`config.mk`:
```
export PLATFORM = sky130hd
export DESIGN_NAME = i2s_receiver
export DESIGN_NICKNAME = d
export VERILOG_FILES = /design/src/rtl/i2s_receiver.sv
export SDC_FILE = /design/constraint.sdc
export NUM_CORES = 1
export LEC_CHECK = 0
export BUFFER_PORTS_ARGS = -buffer_cell sky130_fd_sc_hd__buf_2
export CORE_ASPECT_RATIO = 1.4
export CORE_MARGIN = 5
export CORE_UTILIZATION = 48
export DETAILED_ROUTE_END_ITERATION = 16
export HOLD_SLACK_MARGIN = 0.08
export PLACE_DENSITY = 0.76
export SLEW_MARGIN = 25
export SYNTH_ARGS = -nofsm -noshare
export SYNTH_HDL_FRONTEND = slang
export SYNTH_SLANG_ARGS = --single-unit
```
`constraint.sdc`:
```
create_clock -name clk -period 3.8 [get_ports clk]
set_input_delay 0.19 -clock clk [delete_from_list [all_inputs] [get_ports clk]]
set_output_delay 0.19 -clock clk [all_outputs]
set_load 0.1 [all_outputs]
```
`src/rtl/i2s_receiver.sv`:
```
// rtl/i2s_receiver.sv - Slave I2S receiver: oversampled BCLK/LRCLK/SDATA, word alignment, left/right capture
// Samples async I2S lines with clk, locks to LRCLK edges and commits left/right words.
module i2s_receiver #(
  parameter int DATA_WIDTH = 12
) (
  input  logic                  clk,
  input  logic                  rst,
  input  logic                  enable,
  input  logic                  BCLK,
  input  logic                  LRCLK,
  input  logic                  SDATA,
  output logic [DATA_WIDTH-1:0] leftAudio,
  output logic [DATA_WIDTH-1:0] rightAudio,
  output logic                  valid,
  output logic                  RightNLeft,
  output logic                  locked
);

  localparam int CW = $clog2(DATA_WIDTH + 1);

  typedef enum logic {UNLOCKED, LOCKED} state_t;

  state_t                state, state_next;
  logic [2:0]            bclk_q;
  logic [1:0]            lr_q;
  logic [1:0]            sd_q;
  logic [CW-1:0]         cnt;
  logic [DATA_WIDTH-1:0] shreg;
  logic [DATA_WIDTH-1:0] shreg_ins;
  logic                  ws_prev;
  logic                  left_seen;
  logic                  rise;
  logic                  ws;
  logic                  sd;
  logic                  boundary;
  logic                  room;

  always_ff @(posedge clk or negedge rst) begin
    if (!rst) begin
      bclk_q <= '0;
      lr_q   <= '0;
      sd_q   <= '0;
    end else begin
      bclk_q <= {bclk_q[1:0], BCLK};
      lr_q   <= {lr_q[0], LRCLK};
      sd_q   <= {sd_q[0], SDATA};
    end
  end

  assign rise     = bclk_q[1] & ~bclk_q[2];
  assign ws       = lr_q[1];
  assign sd       = sd_q[1];
  assign boundary = (ws != ws_prev);
  assign room     = (cnt < CW'(DATA_WIDTH));

  always_ff @(posedge clk or negedge rst) begin
    if (!rst) state <= UNLOCKED;
    else      state <= state_next;
  end

  always_comb begin
    state_next = state;
    shreg_ins  = shreg;
    if (!enable)
      state_next = UNLOCKED;
    else if (rise && state == UNLOCKED && boundary)
      state_next = LOCKED;
    // Current word with this edge's bit dropped into its MSB-first slot
    for (int i = 0; i < DATA_WIDTH; i++)
      if (room && int'(cnt) == DATA_WIDTH - 1 - i)
        shreg_ins[i] = sd;
  end

  always_ff @(posedge clk or negedge rst) begin
    if (!rst) begin
      leftAudio  <= '0;
      rightAudio <= '0;
      valid      <= 1'b0;
      RightNLeft <= 1'b0;
      locked     <= 1'b0;
      cnt        <= '0;
      shreg      <= '0;
      ws_prev    <= 1'b0;
      left_seen  <= 1'b0;
    end else begin
      valid <= 1'b0;
      if (!enable) begin
        locked    <= 1'b0;
        left_seen <= 1'b0;
        // Track LRCLK while idle so re-lock waits for a transition seen after re-enable
        ws_prev   <= ws;
      end else if (rise) begin
        if (state == UNLOCKED) begin
          ws_prev <= ws;
          if (boundary) begin
            locked    <= 1'b1;
            cnt       <= '0;
            shreg     <= '0;
            left_seen <= 1'b0;
          end
        end else if (!boundary) begin
          if (room) begin
            shreg <= shreg_ins;
            cnt   <= cnt + 1'b1;
          end
        end else begin
          // One-bit I2S delay: this edge still carries the previous word's LSB slot
          if (ws_prev) begin
            rightAudio <= shreg_ins;
            valid      <= left_seen;
            left_seen  <= 1'b0;
          end else begin
            leftAudio  <= shreg_ins;
            left_seen  <= 1'b1;
          end
          shreg      <= '0;
          cnt        <= '0;
          ws_prev    <= ws;
          RightNLeft <= ws;
        end
      end
    end
  end

endmodule

```
==> results.md, run 1 <==
* Synth top area cells: dfrtp_1 (57%), mux2_2 (10%), mux2_4 (5.1%)
* Switching portion of total power at 23.9%
* CTS buffer count at 5
* GP Congestion at 0.764
* Avg Inst Size Synth at 15.0 um^2
* Setup violators final at 0
* Final net count at 204
* CP arrival at 2.16 ns
* Max-slew headroom at 39.2%
* Yosys warning total at 0
* Drt total wl at 3920 um
* PD cells at 400 nW/um^2
* Type of element launching the critical path: register
* Area of the multi-input gates at 957 um^2
* Sequential area share after synthesis at 56.5%
* Initial DRT Pass Iterations at 4
* Run status: finished clean
* Worst Path Max Fanout at 14
* CTS sink count at 53
* H-tree levels at 2
* Chip width at 69.1 um
* DRC Markers at 0
* Minimum clock period at 1.97 ns
* Vias in the first global route at 1454
* Crit-path max cell delay at 0.80 ns
* Synth unique cells at 31
* Worst path slowest cell: nor3b_4
* Filler instances at 429
* Initial Util at 48.9%
* Setup Fix Bufs, Post-CTS at 0
* Die Span Y at 92.7 um
* Maximum capacitance violations at 0
* CP Capture Type: register
* Die footprint at 6410 um^2
* Max-slew violations at 0
* Antenna Cells at 0
* Clk root buf: clkbuf_8
* Share of cells above drive strength 1 at 37.9%
* Crit path cell chain: nand4b_4 -> nor3b_4 -> mux2_2
* Reg clk slew, reported paths at 0.09 ns
* CTS resizes at 0
* Hold Violations, Final at 0
* Final hold slack at 0.203 ns
* GRT Residual Overflow at 0
* Switch Pwr at 0.258 mW
* Area of the mapped netlist at 2350 um^2
* Dpl hpwl at 2710 um
* DR WL/cell at 15.1 um
* Worst hold path class: in2reg
* Setup TNS at 0 ns
* CTS tree: done
* I/O pins at 33
* Combinational power share at 9.5%
* Synth top area share at 56.5%
* First-pass GRT wire length at 7100 um
* Area leader, netlist: dfrtp_1
* Core box area at 4800 um^2
* DR vias at 1380
* Slew @ Worst Pin at 0.910 ns
* Clock share of power at 35.8%
* Register Area at 1330 um^2
* Vias per Instance at 5.33
* Worst vdd ir at 0.270 mV
* Hold_sp: enable
* Crit path kind: reg2reg
* Leak pwr at 1.38 nW
* Sequential power share at 54.7%
* Number of cell rows at 30
* Synthesized flop and latch total at 53
* Req. time, crit path at 3.99 ns
* Worst Setup SP: state
* Port buffer count at 32
* RSZ-0062 raised after global routing: no
* Clock tree buffer depth at 2
* Syn-to-layout area delta at 15.0%
* Worst r2r src: state
* Post-CTS Hold Fix Bufs at 4
* Initial antenna violation count at 0
* First-iteration detailed-routing DRC count at 36
* Global Route Usage Sum at 13.8%
* Cells after Synth at 157
* Skew-Pair Late Insertion Delay at 0.30 ns
* Syn_nets at 167
* Int Pwr at 0.821 mW
* F_max at 507 MHz
* Antenna Nets Post-Route at 0
* Largest net degree at the start of global routing at 33
* Worst Clk Skew at 0.0114 ns
* Fin crit share at 51.9%
## state kept, by name (all words and copies together), names as in the netlist, 2 cells and up
register	count
shreg	12
sd_q	2
leftAudio	12
rightAudio	12
cnt	4
bclk_q	3
lr_q	2
## cells in the final DEF, fill, tap and decap left out, types with 2 or more instances in the layout
master / Yosys / final
clkbuf_8: 0 / 6
ha_1: 4 / 4
buf_2: 3 / 32
mux2_4: 8 / 8
xnor2_1: 2 / 2
mux2_2: 21 / 21
dfrtp_1: 53 / 53
dlygate4sd3_1: 0 / 4
inv_1: 3 / 3
nor3b_1: 4 / 4
nor3b_4: 2 / 2
nand2_1: 3 / 3
nor2_1: 2 / 2
o21a_1: 2 / 2
a22o_1: 13 / 13
mux2_1: 9 / 9
nand3b_1: 8 / 8
and2_1: 2 / 2
nand2b_1: 2 / 2
## Yosys cell counts, drive strengths merged
cell type / number
dfrtp: 53
mux2: 38
a22o: 13
nand3b: 8
buf: 6
nor3b: 6
ha: 4
inv: 3
nand2: 3
and2: 2
nand2b: 2
nor2: 2
nor3: 2
o21a: 2
xnor2: 2
a221o: 1
a32o: 1
clkbuf: 1
nand3: 1
nand4b: 1
nor2b: 1
nor4b: 1
o21bai: 1
o31ai: 1
o32a: 1
xor2: 1
## cell families after synthesis
group	share of synthesized area [%]
AO/OA/AOI/OAI	7.94
XOR/XNOR	1.12
adder cells (fa/ha/maj)	2.13
buffers and inverters	2.72
flip-flops	56.5
multiplexers	19.5
AND/OR/NAND/NOR	10.1
## cell type report
class	count	share of cell area, %
clock buffers	7	3.20
clock inverters	1	1.11
multi-input cells	94	35.5
inverters	3	0.417
repair buffers	37	7.70
flip-flops and latches	53	49.1
well taps	64	2.97
## layer usage
| layer | vias up | global-route usage, % | part of all wire [%] |
|---|---|---|---|
| met5 | - | 0 | 0 |
| met4 | 0 | 4.40 | 1.4 |
| met3 | 6 | 3.26 | 4.1 |
| met2 | 28 | 23.4 | 50 |
| met1 | 697 | 17.2 | 44 |
| li1 | 649 | - | - |
## power groups by stage
| stage | logic (mW) | registers (mW) | clock network (mW) |
|---|---|---|---|
| 2_1_floorplan | 0.0367 | 0.636 | 0 |
| 3_5_place_dp | 0.101 | 0.601 | 0 |
| 4_1_cts | 0.104 | 0.590 | 0.395 |
| 3_3_place_gp | 0.0992 | 0.601 | 0 |
| 5_1_grt | 0.112 | 0.593 | 0.422 |
| 6_report | 0.103 | 0.590 | 0.387 |
## worst paths after layout
path | end | slack, ns | depth (start not counted)
setup / recovery | leftAudio[1] | 1.83 | 3
hold / removal | state | 0.20 | 2
setup reg to reg | leftAudio[1] | 1.83 | 3
hold reg to reg | bclk_q[1] | 0.36 | 0
max in group asynchronous | valid | 2.66 | 3
min in group asynchronous | rightAudio[1] | 0.36 | 2
## through the flow
stage          setup slack (ns)  power (mW)  utilization (%)  std cells  instance area [um^2]
3_3_place_gp               1.87       0.700             52.9        247                  2540
4_1_cts                    1.82        1.09             56.2        259                  2700
2_1_floorplan              2.19       0.672                -        157                  2350
6_report                   1.83        1.08             56.2        259                  2700
3_5_place_dp               1.83       0.702             52.9        247                  2540
5_1_grt                    1.71        1.13             56.2        259                  2700
## critical path, delay by kind of cell (launching register included)
kind          cells  cell delay, ns
simple gates      2            1.01
mux               1            0.42
flops             1            0.45
No activity file was read; power rests on OpenSTA's default activity.
==> run 2: changes to the inputs <==
--- a/config.mk
+++ b/config.mk
@@ -11,7 +11,7 @@
 export CORE_UTILIZATION = 48
 export DETAILED_ROUTE_END_ITERATION = 16
 export HOLD_SLACK_MARGIN = 0.08
-export PLACE_DENSITY = 0.76
+export PLACE_DENSITY = 0.78
 export SLEW_MARGIN = 25
 export SYNTH_ARGS = -nofsm -noshare
 export SYNTH_HDL_FRONTEND = slang
==> constraint.sdc (replaced) <==
create_clock -name clk -period 1.7 [get_ports clk]
set_input_delay 0.085 -clock clk [delete_from_list [all_inputs] [get_ports clk]]
set_output_delay 0.085 -clock clk [all_outputs]
set_load 0.1 [all_outputs]
==> run 2 against run 1 <==
Net effect: the run now ends with setup timing left; sequential power grew 120%; routed wire length is 11% higher; combinational power is 150% higher; total power rose by 110%; clock skew shrank 0.0013 ns; final area up 4.9%; flip-flop and latch count unchanged; die area is the same; setup slack got worse by 1.8 ns; fmax rose by 16%; largest cell class unchanged; largest power group unchanged.
==> results.md, run 2 (synthesis results as in run 1) <==
* Run status: finished, violations left
* Req. time, crit path at 1.90 ns
* Final net count at 219
* Die footprint at 6410 um^2
* Port buffer count at 32
* Setup TNS at -0.00462 ns
* Global Route Usage Sum at 14.9%
* Worst vdd ir at 0.722 mV
* Worst Path Max Fanout at 4
* Number of cell rows at 30
* CP arrival at 1.90 ns
* Max-slew headroom at 67.9%
* Die Span Y at 92.7 um
* Hold Violations, Final at 0
* Initial DRT Pass Iterations at 4
* Slew @ Worst Pin at 0.482 ns
* First-pass GRT wire length at 7540 um
* Maximum capacitance violations at 0
* Syn-to-layout area delta at 20.6%
* Minimum clock period at 1.70 ns
* Type of element launching the critical path: register
* Post-route setup slack at -0.00462 ns
* Most Crowded Layer GR: met2
* Core box area at 4800 um^2
* Worst Clk Skew at 0.0101 ns
* Vias per Instance at 5.18
* H-tree levels at 2
* R2R setup slack at -0.005 ns
* DR vias at 1418
* Antenna Nets Post-Route at 0
* CTS sink count at 53
* Fin crit share at 100%
* Dpl hpwl at 3030 um
* Worst hold path class: in2async
* R2r endpoint: rightAudio[9]
* Most frequent cells in the layout: dfrtp_1 (52), buf_2 (32), mux2_2 (20)
* CP Capture Type: register
* Clock tree buffer depth at 2
* Failing checks: setup timing
* Reg clk slew, reported paths at 0.09 ns
* Final std cells w/o fill at 274
* Largest net degree at the start of global routing at 22
* PD cells at 798 nW/um^2
* DR WL/cell at 15.9 um
* RSZ-0062 raised after global routing: yes
* Initial Util at 48.9%
* Share of cells above drive strength 1 at 45.2%
* GP Congestion at 0.702
* Leak pwr at 1.45 nW
* Worst r2r src: cnt[1]
* Initial antenna violation count at 0
* Path depth of the worst reg2reg path at 5
* Met1 Resource Use GR at 18.3%
* First-iteration detailed-routing DRC count at 32
* Clk root buf: clkbuf_8
* GRT Residual Overflow at 0
* CTS tree: done
* Setup violators final at 1
* Chip width at 69.1 um
* Routing usage on met3 at 3.47%
* DRC Markers at 0
* I/O pins at 33
* Biggest regs: leftAudio: 12 flops, rightAudio: 12 flops, shreg: 12 flops
* Drt total wl at 4360 um
* Most common cell after layout, fill and taps aside: dfrtp_1
* Routing usage on met2 at 25.4%
* CTS buffer count at 5
* Max-slew violations at 0
* Antenna Cells at 0
* Skew-Pair Late Insertion Delay at 0.31 ns
* Final hold slack at 0.252 ns
* Crit path kind: reg2reg
* Placed insts at 257
* F_max at 587 MHz
* Vias in the first global route at 1521
==> run 2: cell types whose count changed in the layout (fill, tap and decap cells not counted), sizes merged <==
| cell | delta |
|---|---|
| buf | +14 |
| clkbuf | -2 |
| dlygate4sd3 | +1 |
| clkinvlp | +1 |
| bufinv | -1 |
| clkinv | +2 |
==> run 2: cell type report <==
| class | instances | area, um^2 |
|---|---|---|
| repair buffers | 52 | 348 |
| clock inverters | 3 | 17.5 |
| well taps | 64 | 80.1 |
| inverters | 3 | 11.3 |
| multi-input cells | 94 | 978 |
| fillers | 413 | 1970 |
| flip-flops and latches | 53 | 1330 |
| clock buffers | 5 | 68.8 |
==> run 2: report_power, final <==
| group | internal [mW] | switching (mW) | total, mW |
|---|---|---|---|
| Sequential | 1.29 | 0.0296 | 1.32 |
| Combinational | 0.0823 | 0.172 | 0.254 |
| Clock | 0.285 | 0.403 | 0.688 |
| Total | 1.66 | 0.605 | 2.26 |
==> run 2: metrics by stage <==
stage / util [%] / instance area [um^2] / setup slack [ns] / power, mW
final: 58.9 / 2830 / -0.00462 / 2.26
after global routing: 58.9 / 2830 / -0.0617 / 2.36
after CTS: 58.0 / 2790 / 0.000348 / 2.28
after detailed placement: 55.0 / 2640 / -0.0304 / 1.58
after global placement: 55.0 / 2640 / 0.0222 / 1.58
after floorplan: - / 2350 / 0.0873 / 1.50
==> run 2: per-layer routing <==
metal	vias to the layer above	wire [um]
li1	672	-
met1	718	1930
met2	22	2220
met3	6	132
met4	0	73
met5	-	0
==> run 2: how the worst max path moves through the flow <==
stage / endpoint / startpoint / slack, ns
finish: rightAudio[9] / cnt[1] / -0.005
floorplan: rightAudio[9] / cnt[0] / 0.09
global placement: rightAudio[9] / cnt[0] / 0.02
detailed placement: rightAudio[10] / cnt[1] / -0.03
CTS: rightAudio[8] / cnt[1] / 0.0003
global route: rightAudio[10] / cnt[1] / -0.06
==> run 2: critical path: stages, from the launching register on <==
cell and delay, ns:
dfrtp_1 0.44, buf_4 0.16, ha_1 0.21, nor3b_2 0.17, mux2_4 0.33, mux2_1 0.29
==> run 2: timing repair <==
action	CTS	global route
setup endpoints to repair	3	16
setup buffers	0	4
gates resized for setup	2	5
hold endpoints to repair	24	0
hold buffers	5	0
==> run 3: changes to the inputs <==
--- a/config.mk
+++ b/config.mk
@@ -12,6 +12,7 @@
 export DETAILED_ROUTE_END_ITERATION = 16
 export HOLD_SLACK_MARGIN = 0.08
 export PLACE_DENSITY = 0.78
+export RECOVER_POWER = 50
 export SLEW_MARGIN = 25
 export SYNTH_ARGS = -nofsm -noshare
 export SYNTH_HDL_FRONTEND = slang
==> run 3 against run 2 <==
Net effect: the flow still finishes with violations (setup timing); routed wire length decreased by 0.39%; die area unchanged; core utilization about the same; register-to-register slack about the same; total power about the same; sequential share of layout area about the same; via count increased by 1.6%; clock-buffer cell count unchanged; worst hold slack improved by 0.11 ns; cell count unchanged; flip-flop and latch count unchanged; fmax decreased by 0.22%; largest power group unchanged.
==> results.md, run 3 (synthesis results as in run 1) <==
* Number of cell rows at 30
* DRC Markers at 0
* Crit path kind: reg2reg
* Global Route Usage Sum at 14.9%
* Failing checks: setup timing
* Setup violators final at 2
* CP Capture Type: register
* DR WL/cell at 15.8 um
* Antenna Cells at 0
* Die Span Y at 92.7 um
* Fin crit share at 100%
* GP Congestion at 0.702
* First-pass GRT wire length at 7540 um
* First-iteration detailed-routing DRC count at 31
* Port buffer count at 32
* Chip width at 69.1 um
* Hold Violations, Final at 0
* Minimum clock period at 1.71 ns
* Placed insts at 257
* Clk root buf: clkbuf_8
* Crit path cell chain: ha_1 -> nor3b_1 -> mux2_2 -> mux2_1
* Worst Clk Skew at 0.0101 ns
* Antenna Nets Post-Route at 0
* Post-route cell area at 2830 um^2
* Worst vdd ir at 0.726 mV
* Share of cells above drive strength 1 at 44.8%
* CTS buffer count at 5
* Maximum capacitance violations at 0
* Placed cell area at 2640 um^2
* Req. time, crit path at 1.90 ns
* Clock tree buffer depth at 2
* CP arrival at 1.91 ns
* Initial antenna violation count at 0
* CTS tree: done
* Type of element launching the critical path: register
* Final std cells w/o fill at 274
* CTS sink count at 53
* Vias in the first global route at 1521
* Setup TNS at -0.0117 ns
* Path depth of the worst reg2reg path at 4
* GRT Residual Overflow at 0
* F_max at 585 MHz
* Most frequent cells in the layout: dfrtp_1 (52), buf_2 (28), mux2_2 (20)
* Worst hold path class: reg2reg
* RSZ-0062 raised after global routing: yes
* PD cells at 799 nW/um^2
* Largest net degree at the start of global routing at 22
* Initial DRT Pass Iterations at 4
* Post-route setup slack at -0.00835 ns
* Slew @ Worst Pin at 1.12 ns
* Final net count at 219
* Dpl hpwl at 3030 um
* Hold Path Depth at 0
* Worst path slowest cell: dfrtp_1
* Biggest regs: leftAudio: 12 flops, rightAudio: 12 flops, shreg: 12 flops
* Core box area at 4800 um^2
* Run status: finished, violations left
* Final hold slack at 0.361 ns
* Most common cell after layout, fill and taps aside: dfrtp_1
* Initial Util at 48.9%
* Syn-to-layout area delta at 20.6%
* Crit-path max cell delay at 0.42 ns
* Vias per Instance at 5.26
* Drt total wl at 4340 um
* Placement Setup Slack at -0.0304 ns
* I/O pins at 33
* Worst Path Max Fanout at 5
* Reg clk slew, reported paths at 0.09 ns
* Max-slew violations at 0
* H-tree levels at 2
* Leak pwr at 1.45 nW
* DR vias at 1441
* Skew-Pair Late Insertion Delay at 0.31 ns
* Die footprint at 6410 um^2
* Max-slew headroom at 25.6%
-- run 3: power breakdown --
part / internal, mW / leakage [nW] / switching (mW)
registers: 1.29 / 0.718 / 0.0295
logic: 0.0816 / 0.687 / 0.171
clock network: 0.285 / 0.0439 / 0.404
total: 1.66 / 1.45 / 0.604
-- run 3: cell type report --
| type | instances | area [um^2] |
|---|---|---|
| Clock buffer | 5 | 68.8 |
| Clock inverter | 3 | 17.5 |
| Fill cell | 411 | 1970 |
| Inverter | 3 | 11.3 |
| Multi-Input combinational cell | 94 | 978 |
| Sequential cell | 53 | 1330 |
| Tap cell | 64 | 80.1 |
| Timing Repair Buffer | 52 | 347 |
-- run 3: critical path: cells and delay by family, from the launching register on --
kind,cells,cell delay (ns)
multiplexers,2,0.69
flip-flops,1,0.42
adder cells (fa/ha/maj),1,0.25
AND/OR/NAND/NOR,1,0.23
-- run 3: worst paths after layout --
path                            startpoint             to  slack [ns]
worst min-delay path             bclk_q[0]      bclk_q[1]        0.36
worst min register to register   bclk_q[0]      bclk_q[1]        0.36
worst max-delay path                cnt[1]  rightAudio[8]      -0.008
max in group asynchronous              rst      left_seen        0.25
worst max register to register      cnt[1]  rightAudio[8]      -0.008
min in group asynchronous              rst  rightAudio[2]        0.50
-- run 3: repair_timing --
| item | in CTS | in global routing |
|---|---|---|
| setup buffers | 0 | 4 |
| hold endpoints to repair | 24 | 0 |
| endpoints found under the setup margin | 3 | 16 |
| gates resized for setup | 2 | 5 |
| cloned | 0 | 0 |
| hold buffers | 5 | 0 |
-- run 3: layer usage --
metal / track usage (%) / routed length (um)
met1: 18.3 / 1920
met5: 0 / 0
met4: 5.86 / 74
met2: 25.4 / 2210
met3: 3.47 / 140
-- run 3: metrics by stage --
stage,power (mW),utilization [%]
final,2.26,58.9
after global routing,2.36,58.9
after CTS,2.28,58.0
after detailed placement,1.58,55.0
after global placement,1.58,55.0
after floorplan,1.50,-
